==> src/rtl/fat_responder.sv <==
// fat_responder: forced assignment table serving implication/decision writers
// and a backtrack port that clears or reads single entries.
module fat_responder #(
   parameter int VAR_NUM     = 8,
   parameter int VAR_NUM_LOG = 3
) (
   input  logic                   clk,
   input  logic                   rst,
   input  logic                   fat_enable,
   input  logic                   fat_write,
   input  logic [VAR_NUM_LOG-1:0] fat_addr,
   input  logic                   imp_valid,
   input  logic [VAR_NUM_LOG-1:0] imp_var,
   input  logic                   imp_value,
   output logic                   imp_ready,
   input  logic                   dec_valid,
   input  logic [VAR_NUM_LOG-1:0] dec_var,
   input  logic                   dec_value,
   output logic                   dec_ready,
   output logic [VAR_NUM-1:0]     fat_out,
   output logic [VAR_NUM-1:0]     value_out,
   output logic [VAR_NUM-1:0]     implication_reg,
   output logic [1:0]             rd_data,
   output logic                   rd_valid,
   output logic                   conflict,
   output logic                   dec_err
);
   typedef enum logic [1:0] {IDLE, BACKTRACK, CONFLICT} state_t;
   localparam logic [VAR_NUM_LOG:0] LIMIT = (VAR_NUM_LOG+1)'(VAR_NUM);
   state_t state_q, state_d;
   logic [VAR_NUM-1:0] fat_q, fat_d, val_q, val_d, imp_q, imp_d;
   logic [1:0] rd_data_q, rd_data_d;
   logic rd_valid_q, rd_valid_d, dec_err_q, dec_err_d;
   logic addr_ok, imp_ok, dec_ok, clr, rd, imp_acc, dec_acc;
   assign addr_ok   = {1'b0, fat_addr} < LIMIT;
   assign imp_ok    = {1'b0, imp_var} < LIMIT;
   assign dec_ok    = {1'b0, dec_var} < LIMIT;
   assign clr       = fat_enable & fat_write;
   assign rd        = fat_enable & ~fat_write;
   assign imp_ready = rst & (state_q == IDLE) & ~fat_enable;
   assign dec_ready = imp_ready & ~imp_valid;
   assign imp_acc   = imp_valid & imp_ready & imp_ok;
   assign dec_acc   = dec_valid & dec_ready & dec_ok;
   always_comb begin
      fat_d      = fat_q;
      val_d      = val_q;
      imp_d      = imp_q;
      state_d    = state_q;
      dec_err_d  = 1'b0;
      rd_valid_d = rd;
      rd_data_d  = rd ? (addr_ok ? {fat_q[fat_addr], val_q[fat_addr]} : 2'b00) : rd_data_q;
      case (state_q)
         IDLE:      state_d = clr ? BACKTRACK : IDLE;
         CONFLICT:  state_d = clr ? BACKTRACK : CONFLICT;
         BACKTRACK: state_d = fat_enable ? BACKTRACK : IDLE;
         default:   state_d = IDLE;
      endcase
      if (clr && addr_ok) begin
         fat_d[fat_addr] = 1'b0;
         val_d[fat_addr] = 1'b0;
         imp_d[fat_addr] = 1'b0;
      end
      // implication and clear are mutually exclusive through imp_ready
      if (imp_acc) begin
         if (!fat_q[imp_var]) begin
            fat_d[imp_var] = 1'b1;
            val_d[imp_var] = imp_value;
            imp_d[imp_var] = 1'b1;
         end else if (val_q[imp_var] != imp_value) begin
            state_d = CONFLICT;
         end
      end
      if (dec_acc) begin
         if (!fat_q[dec_var]) begin
            fat_d[dec_var] = 1'b1;
            val_d[dec_var] = dec_value;
            imp_d          = '0;
         end else begin
            dec_err_d = 1'b1;
         end
      end
   end
   always_ff @(posedge clk) begin
      if (!rst) begin
         state_q    <= IDLE;
         fat_q      <= '0;
         val_q      <= '0;
         imp_q      <= '0;
         rd_data_q  <= 2'b00;
         rd_valid_q <= 1'b0;
         dec_err_q  <= 1'b0;
      end else begin
         state_q    <= state_d;
         fat_q      <= fat_d;
         val_q      <= val_d;
         imp_q      <= imp_d;
         rd_data_q  <= rd_data_d;
         rd_valid_q <= rd_valid_d;
         dec_err_q  <= dec_err_d;
      end
   end
   assign fat_out         = fat_q;
   assign value_out       = val_q;
   assign implication_reg = imp_q;
   assign rd_data         = rd_data_q;
   assign rd_valid        = rd_valid_q;
   assign conflict        = state_q == CONFLICT;
   assign dec_err         = dec_err_q;
endmodule
==> config.mk <==
export PLATFORM = sky130hd
export DESIGN_NAME = fat_responder
export DESIGN_NICKNAME = d
export VERILOG_FILES = /design/src/rtl/fat_responder.sv
export SDC_FILE = /design/constraint.sdc
export NUM_CORES = 1
export LEC_CHECK = 0
export CORE_ASPECT_RATIO = 0.6
export CORE_MARGIN = 3
export CORE_UTILIZATION = 50
export CTS_BUF_LIST = sky130_fd_sc_hd__clkbuf_4 sky130_fd_sc_hd__clkbuf_8
export DETAILED_ROUTE_END_ITERATION = 6
export PLACE_DENSITY = 0.94
export SLEW_MARGIN = 10
export SYNTH_ARGS = -nofsm -noshare
export SYNTH_HDL_FRONTEND = slang
export SYNTH_SLANG_ARGS = --single-unit
export TNS_END_PERCENT = 100
==> constraint.sdc <==
create_clock -name clk -period 2.4 [get_ports clk]
set_clock_uncertainty 0.15 [all_clocks]
set_input_delay 0.48 -clock clk [delete_from_list [all_inputs] [get_ports clk]]
set_output_delay 0.48 -clock clk [all_outputs]
set_load 0.05 [all_outputs]
==> out/qor_table.md, run 1 <==
| Item | Value | Unit |
| --- | --- | --- |
| Post-synthesis net count | 214 | - |
| FF+latch area | 600.6 | sq um |
| Detailed-route DRC error count | 0 | - |
| Final ANT Viol Nets | 0 | - |
| Top-count cell post-synth | sky130_fd_sc_hd__dfxtp_1 | - |
| Post-Place Worst Slack | -234.9 | ps |
| Area occupied by multi-input gates | 1090 | sq um |
| Synthesis Warnings | 0 | - |
| End-of-flow core utilization | 75.04 | % |
| Largest delay contributor family on the critical path | buffers and inverters | - |
| Average routed wire per standard cell | 20.51 | um |
| Wire length of the first global-routing pass | 9.177 | mm |
| Maximum single-stage delay on the critical path | 470 | ps |
| Required time reported for the critical path endpoint | 1770 | ps |
| Grt met2 use | 43.48 | % |
| Endpoint class of the critical path | output pin | - |
| Chip Width | 82.77 | um |
| Ranking of synthesized cells by area | sky130_fd_sc_hd__dfxtp_1 (34%), sky130_fd_sc_hd__mux4_2 (11%), sky130_fd_sc_hd__a31oi_1 (5.3%) | - |
| Synth Cell Area | 1768 | sq um |
| Final worst setup slack | 26.64 | ps |
| Area grow syn2layout | 41.05 | % |
| Startpoint kind of the worst setup timing path | primary input | - |
| Minimum clock period after layout | 2373 | ps |
| RSZ-0062 raised after global routing | false | - |
| CP cell instances | clkdlybuf4s50_1 > nor4b_4 > nor2b_2 > buf_12 | - |
| Area of the die | 4309 | sq um |
| Peak clock frequency supported by timing | 421.3 | MHz |
| Outcome | complete, no violations | - |
| Number of hold-repair buffers added at the cts stage | 0 | - |
| Mean area per synthesized cell | 8.974 | sq um |
| Arrival time at the worst endpoint | 1740 | ps |
| Tcrit/Tclk final | 98.89 | % |
| Top_reg_cell synth | sky130_fd_sc_hd__dfxtp_1 | - |
| Post-synth EDFFs | 0 | - |
| Maximum count of clock buffers along a single path | 2 | - |
| Antenna fix cells | 0 | - |
| Clk Latency, worst-skew pair | 280 | ps |
| Fraction of the mapped netlist area in compound gates | 14.44 | % |
| Starting density of the core | 53.20 | % |
| Number of failing hold endpoints at the final stage | 0 | - |
| Sequential element share of the synthesized area | 33.97 | % |
| Proportion of register bits with asynchronous set or reset after synthesis | 0 | % |
| Overall fraction of global-route tracks in use | 29.01 | % |
| Vertical die dimension | 52.06 | um |
| Placer congestion estimate | 0.9660 | - |
| Layout Cell Area excl Fill | 2494 | sq um |
| Gr ovfl total | 0 | - |
| Pin count of the biggest net entering global routing | 18 | - |
| Largest vdd supply drop | 313.3 | uV |
| Cell at the slowest stage of the critical path | sky130_fd_sc_hd__clkdlybuf4s50_1 | - |
| Class of the tightest hold or removal check | flip-flop to flip-flop | - |
| Number of distinct library cells after synthesis | 35 | - |
| Share of Yosys cell area claimed by the top area cell type | 33.97 | % |
| Most frequent cells after synthesis | sky130_fd_sc_hd__dfxtp_1 (30), sky130_fd_sc_hd__nand2_1 (21), sky130_fd_sc_hd__nand3_1 (16), sky130_fd_sc_hd__a31oi_1 (15), sky130_fd_sc_hd__nand4_1 (12) | - |
| Vias per cell | 6.699 | - |
| XOR/XNOR Fraction of Synth Area | 0.4954 | % |
| Top Usage Layer GRT | met2 | - |
| Largest fanout on the critical path | 3 | - |
| Largest family of logic cells by synthesized area | simple AND/OR/NAND/NOR gates | - |
| Number of max-capacitance violations reported | 0 | - |
| Static leakage power | 0.8800 | nW |
| Antenna violations before repair | 0 | - |
| Number of buffers created by CTS | 5 | - |
| DPL Wire Length | 4.251 | mm |
| Met3 capacity usage during global routing | 10.55 | % |
| Cells after DPL | 294 | - |
| Cells after synthesis | 197 | - |
| Number of placed I/O pins | 48 | - |
| Post-place instance area | 2392 | sq um |
| Fraction of the mapped netlist area in adder cells | 0 | % |
| Number of sinks driven by the clock tree | 30 | - |
| Non-filler instance count after layout | 302 | - |
| Core outline area | 3323 | sq um |
| Nets | 273 | - |
| Deepest level of the CTS H-tree | 2 | - |
| 1st-pass router iterations | 5 | - |
| Worst relative slew slack | 65.98 | % |
| Kind of critical path | primary input to output pin | - |
| Final-report setup violation count | 0 | - |
| CTS root buf | sky130_fd_sc_hd__clkbuf_8 | - |
| Worst Hold Slack | 317.4 | ps |
| Initial detailed-routing violation count | 237 | - |
| Post-Synth Simple-Gate Area | 29.30 | % |
| Port buffer count | 47 | - |
| Count of fill cells added during filler insertion | 239 | - |
| GR Layer Usage met1 | 39.85 | % |
| Total power density per cell area | 474.2 | nW/um^2 |
| Number of vias after detailed routing | 2023 | - |
| Fraction of layout instances using a drive strength above 1 | 18.29 | % |
| Number of synthesized register bits | 30 | - |
| Portion of netlist area occupied by mux cells | 17.27 | % |
| Clock-pin slew on the worst setup and hold paths | 60 | ps |
| Least-Margin Pin Slew | 508.7 | ps |
| Clock tree from TritonCTS | yes | - |
| Site Rows | 16 | - |
| Final Max Tran Viols | 0 | - |
| Total wirelength of the detailed-routed design | 6.193 | mm |
| Most area-hungry cell type in the Yosys netlist | sky130_fd_sc_hd__dfxtp_1 | - |
| Number of global-route vias before repair | 1852 | - |
| Number of buffers and inverters on the critical path | 2 | - |
[final timing paths]
kind / startpoint / end / slack, ps / depth (start not counted)
worst max-delay path: fat_enable / dec_ready / 30 / 4
worst min-delay path: implication_reg[3] / implication_reg[3] / 320 / 2
worst max register to register: fat_out[1] / implication_reg[1] / 460 / 5
worst min register to register: implication_reg[3] / implication_reg[3] / 320 / 2
[layout by cell type (no fill, tap or decap), types with 2 or more instances in the layout]
cell                              instances
sky130_fd_sc_hd__clkdlybuf4s50_1         43
sky130_fd_sc_hd__dfxtp_1                 30
sky130_fd_sc_hd__nand2_1                 21
sky130_fd_sc_hd__buf_4                   19
sky130_fd_sc_hd__nand3_1                 16
sky130_fd_sc_hd__a31oi_1                 15
sky130_fd_sc_hd__nand4_1                 12
sky130_fd_sc_hd__a21oi_1                 11
sky130_fd_sc_hd__o21ai_0                 10
sky130_fd_sc_hd__nor3b_1                  9
sky130_fd_sc_hd__mux4_2                   9
sky130_fd_sc_hd__clkbuf_8                 6
sky130_fd_sc_hd__nor2b_1                  5
sky130_fd_sc_hd__mux2i_1                  5
sky130_fd_sc_hd__nor3_1                   4
sky130_fd_sc_hd__nand4b_1                 4
sky130_fd_sc_hd__inv_1                    4
sky130_fd_sc_hd__or3_1                    3
sky130_fd_sc_hd__and3_1                   3
sky130_fd_sc_hd__o311ai_0                 2
sky130_fd_sc_hd__and3b_1                  2
sky130_fd_sc_hd__mux2_4                   2
sky130_fd_sc_hd__mux2_2                   2
sky130_fd_sc_hd__a22oi_1                  2
sky130_fd_sc_hd__nor2_1                   2
sky130_fd_sc_hd__buf_12                   2
[through the flow]
step	setup TNS (ps)	total power [W]
finish	0	0.001182
global route	0	0.001212
CTS	0	0.001171
detailed placement	-1800	0.0007488
global placement	-1456	0.0007429
floorplan	0	0.0006501
[cell families after synthesis]
family                 count (synthesis)
multiplexers                          18
AO/OA/AOI/OAI                         42
AND/OR/NAND/NOR                       88
flip-flops                            30
XOR/XNOR                               1
buffers and inverters                 18
[worst register-to-register path, stage by stage, from the launching register on]
cell                      delay, ps
sky130_fd_sc_hd__dfxtp_1        320
sky130_fd_sc_hd__buf_4          160
sky130_fd_sc_hd__mux2_4         260
sky130_fd_sc_hd__mux4_2         500
sky130_fd_sc_hd__o21ai_4        320
sky130_fd_sc_hd__a21oi_1        100
[power by group]
part	total [W]	internal [W]	switching [W]
Sequential	0.000516	0.000507	0.00000887
Clock	0.000436	0.000242	0.000193
Combinational	0.000231	0.0000983	0.000132
[repair_timing]
item,CTS,global route
setup endpoints to repair,0,8
setup buffers,0,0
resized for setup,0,2
[cell type report]
type | instances | share of cell area, %
clock inverters | 1 | 0.2007
clock buffers | 7 | 3.613
repair buffers | 66 | 25.54
multi-input cells | 149 | 43.70
inverters | 4 | 0.6021
flip-flops and latches | 30 | 24.08
well taps | 45 | 2.258
[routing by layer]
metal | vias up | wire length (um)
met1 | 935 | 2323
met5 | - | 0
met3 | 34 | 949
li1 | 877 | -
met2 | 177 | 2712
met4 | 0 | 206
Note: power is estimated with default switching activity, not from simulation.
==> run 2, diff against run 1 <==
--- a/config.mk
+++ b/config.mk
@@ -5,6 +5,7 @@
 export SDC_FILE = /design/constraint.sdc
 export NUM_CORES = 1
 export LEC_CHECK = 0
+export CAP_MARGIN = 15
 export CORE_ASPECT_RATIO = 0.6
 export CORE_MARGIN = 3
 export CORE_UTILIZATION = 50
==> results of run 2 <==
Final layout, timing and power as in run 1 (identical DEF).
==> run 3, diff against run 2 <==
--- a/config.mk
+++ b/config.mk
@@ -8,11 +8,10 @@
 export CAP_MARGIN = 15
 export CORE_ASPECT_RATIO = 0.6
 export CORE_MARGIN = 3
-export CORE_UTILIZATION = 50
+export CORE_UTILIZATION = 25
 export CTS_BUF_LIST = sky130_fd_sc_hd__clkbuf_4 sky130_fd_sc_hd__clkbuf_8
 export DETAILED_ROUTE_END_ITERATION = 6
-export PLACE_DENSITY = 0.94
-export SLEW_MARGIN = 10
+export PLACE_DENSITY = 0.59
 export SYNTH_ARGS = -nofsm -noshare
 export SYNTH_HDL_FRONTEND = slang
 export SYNTH_SLANG_ARGS = --single-unit
==> run 3 against run 2 <==
Effect of this change: clock-buffer cell count decreased by 2; core utilization decreased by 36 points; wire length increased by 1.6%; critical path depth decreased by 3; non-clock buffer count increased by 11; final cell count increased by 17%; design area increased by 5.5%; sequential share of layout area decreased by 1.2 points; register-to-register slack about the same; total power decreased by 4.0%; die area increased by 89%; hold slack about the same.
==> out/qor_table.md, run 3 (synthesis results as in run 1) <==
| Item | Value | Unit | vs previous |
| --- | --- | --- | --- |
| Outcome | complete, no violations | - | unchanged |
| Most common library cell in the layout ignoring fill and taps | sky130_fd_sc_hd__clkdlybuf4s50_1 | - | unchanged |
| Cell at the slowest stage of the critical path | sky130_fd_sc_hd__clkdlybuf4s50_1 | - | unchanged |
| Number of gates on the worst path with buffers counted | 1 | - | was 4 |
| Largest fanout on the critical path | 7 | - | was 3 |
| FF-to-FF Start | fat_out[6] | - | was fat_out[1] |
| Deepest level of the CTS H-tree | 2 | - | unchanged |
| Site Rows | 23 | - | was 16 |
| Endpoint class of the critical path | output pin | - | unchanged |
| Number of buffers created by CTS | 5 | - | unchanged |
| Number of vias after detailed routing | 1868 | - | was 2023 |
| Overall fraction of global-route tracks in use | 16.01 | % | was 29.01% |
| RSZ-0062 raised after global routing | false | - | unchanged |
| Highest-count cells in the layout ignoring fill and taps | sky130_fd_sc_hd__clkdlybuf4s50_1 (41), sky130_fd_sc_hd__dfxtp_1 (30), sky130_fd_sc_hd__buf_4 (29) | - | was sky130_fd_sc_hd__clkdlybuf4s50_1 (43), sky130_fd_sc_hd__dfxtp_1 (30), sky130_fd_sc_hd__nand2_1 (21) |
| Port buffer count | 47 | - | unchanged |
| Vertical die dimension | 71.14 | um | was 52.06 um |
| Clock tree from TritonCTS | yes | - | unchanged |
| Final Max Tran Viols | 0 | - | unchanged |
| Worst relative slew slack | 65.51 | % | was 65.98% |
| Fraction of layout instances using a drive strength above 1 | 21.35 | % | was 18.29% |
| Initial detailed-routing violation count | 224 | - | was 237 |
| Number of buffers and inverters on the critical path | 1 | - | was 2 |
| Nets | 284 | - | was 273 |
| Vias per cell | 5.277 | - | was 6.699 |
| Final ANT Viol Nets | 0 | - | unchanged |
| 1st-pass router iterations | 4 | - | was 5 |
| Starting density of the core | 26.14 | % | was 53.20% |
| Area of the die | 8150 | sq um | was 4309 sq um |
| Top routing layer in use | met4 | - | unchanged |
| Minimum clock period after layout | 2291 | ps | was 2373 ps |
| Core outline area | 6763 | sq um | was 3323 sq um |
| Placer congestion estimate | 0.8471 | - | was 0.9660 |
| Met2 routed wirelength | 2.577 | mm | was 2.712 mm |
| Post-Place Worst Slack | -263.2 | ps | was -234.9 ps |
| Peak clock frequency supported by timing | 436.6 | MHz | was 421.3 MHz |
| Number of sinks driven by the clock tree | 30 | - | unchanged |
| Average routed wire per standard cell | 17.77 | um | was 20.51 um |
| Launching element of the worst setup path | fat_out[3] | - | was fat_enable |
| CTS root buf | sky130_fd_sc_hd__clkbuf_8 | - | unchanged |
| Number of placed I/O pins | 48 | - | unchanged |
| Final-report setup violation count | 0 | - | unchanged |
| Post-Route M1 WL | 2.990 | mm | was 2.323 mm |
| Wire length of the first global-routing pass | 10.24 | mm | was 9.177 mm |
| Antenna fix cells | 0 | - | unchanged |
| Total power density per cell area | 431.7 | nW/um^2 | was 474.2 nW/um^2 |
| Total wirelength of the detailed-routed design | 6.291 | mm | was 6.193 mm |
| Class of the tightest hold or removal check | flip-flop to flip-flop | - | unchanged |
| Startpoint kind of the worst setup timing path | flip-flop | - | was primary input |
| Largest delay contributor family on the critical path | buffers and inverters | - | unchanged |
| Clk Latency, worst-skew pair | 280 | ps | about the same |
| Required time reported for the critical path endpoint | 1770 | ps | about the same |
| Largest vdd supply drop | 179.0 | uV | was 313.3 uV |
| Number of failing hold endpoints at the final stage | 0 | - | unchanged |
| Number of global-route vias before repair | 1906 | - | was 1852 |
| Kind of critical path | flip-flop to output pin | - | was primary input to output pin |
| DPL Wire Length | 4.855 | mm | was 4.251 mm |
| Static leakage power | 0.9476 | nW | was 0.8800 nW |
| Area grow syn2layout | 48.76 | % | was 41.05% |
| End-of-flow core utilization | 38.89 | % | was 75.04% |
| Number of cells traversed by the worst hold path | 2 | - | unchanged |
| Gr ovfl total | 0 | - | unchanged |
| Worst setup endpoint | fat_out[3] | - | was dec_ready |
| Chip Width | 114.6 | um | was 82.77 um |
| Number of cells traversed by the worst register-to-register path | 5 | - | unchanged |
| Clock-pin slew on the worst setup and hold paths | 70 | ps | was 60 ps |
| Endpoint of the lowest-slack register-to-register path | implication_reg[4] | - | was implication_reg[1] |
| Arrival time at the worst endpoint | 1660 | ps | was 1740 ps |
| Antenna violations before repair | 0 | - | unchanged |
| Maximum single-stage delay on the critical path | 880 | ps | was 470 ps |
| Final worst setup slack | 109.5 | ps | was 26.64 ps |
| Number of max-capacitance violations reported | 0 | - | unchanged |
| Least-Margin Pin Slew | 515.7 | ps | was 508.7 ps |
| Met3 wire len | 709 | um | was 949 um |
| Tcrit/Tclk final | 95.44 | % | was 98.89% |
| Worst Hold Slack | 317.9 | ps | was 317.4 ps |
| Pin count of the biggest net entering global routing | 16 | - | was 18 |
| Detailed-route DRC error count | 0 | - | unchanged |
| CP cell instances | clkdlybuf4s50_1 | - | was clkdlybuf4s50_1 > nor4b_4 > nor2b_2 > buf_12 |
| Maximum count of clock buffers along a single path | 2 | - | unchanged |
| Setup slack of the most critical reg-to-reg path | 460 | ps | about the same |
run 3: cell types whose count changed in the layout (fill, tap and decap cells not counted), sizes merged:
cell	change
buf	+11
clkbuf	-2
clkdlybuf4s50	-2
clkinv	+1
dlymetal6s2s	+2
run 3: final cells by class:
type / instances / area, sq um
fill: 667 / 4133
multi-input combinational: 149 / 1090
timing repair buffer: 77 / 737.0
sequential: 30 / 600.6
tap: 87 / 108.9
clock buffer: 5 / 68.82
inverter: 4 / 15.01
clock inverter: 2 / 10.01
run 3: how the worst min path moves through the flow:
stage          slack (ps)               start                 end
2_1_floorplan         460          state_q[1]          state_q[0]
3_3_place_gp          310  implication_reg[5]  implication_reg[5]
3_5_place_dp          310  implication_reg[0]  implication_reg[0]
4_1_cts               320  implication_reg[0]  implication_reg[0]
5_1_grt               330  implication_reg[0]  implication_reg[0]
6_report              320  implication_reg[0]  implication_reg[0]
run 3: metrics by stage:
step | area [sq um] | setup TNS, ps | total power [W] | cells
after CTS | 2611 | 0 | 0.001138 | 353
after floorplan | 1770 | 0 | 0.0006501 | 197
after detailed placement | 2525 | -2268 | 0.0007615 | 345
after global routing | 2630 | 0 | 0.001185 | 354
final | 2630 | 0 | 0.001135 | 354
after global placement | 2525 | -1795 | 0.0007587 | 345
run 3: metal layers:
| layer | up-vias | global-route usage (%) |
|---|---|---|
| met2 | 90 | 22.50 |
| met1 | 877 | 24.65 |
| met5 | - | 0 |
| met4 | 0 | 2.108 |
| li1 | 896 | - |
| met3 | 5 | 4.615 |
run 3: timing repair:
item,in CTS,in global routing
hold endpoints to repair,0,0
resized for setup,0,4
pin swaps,0,1
endpoints found under the setup margin,1,8
hold buffers,0,0
buffers inserted,1,1
cloned,0,0
run 3: where the power goes:
group	switching (W)	internal [W]	total, W
registers	0.00000782	0.000507	0.000515
logic	0.000133	0.000108	0.000241
clock network	0.000185	0.000194	0.000379
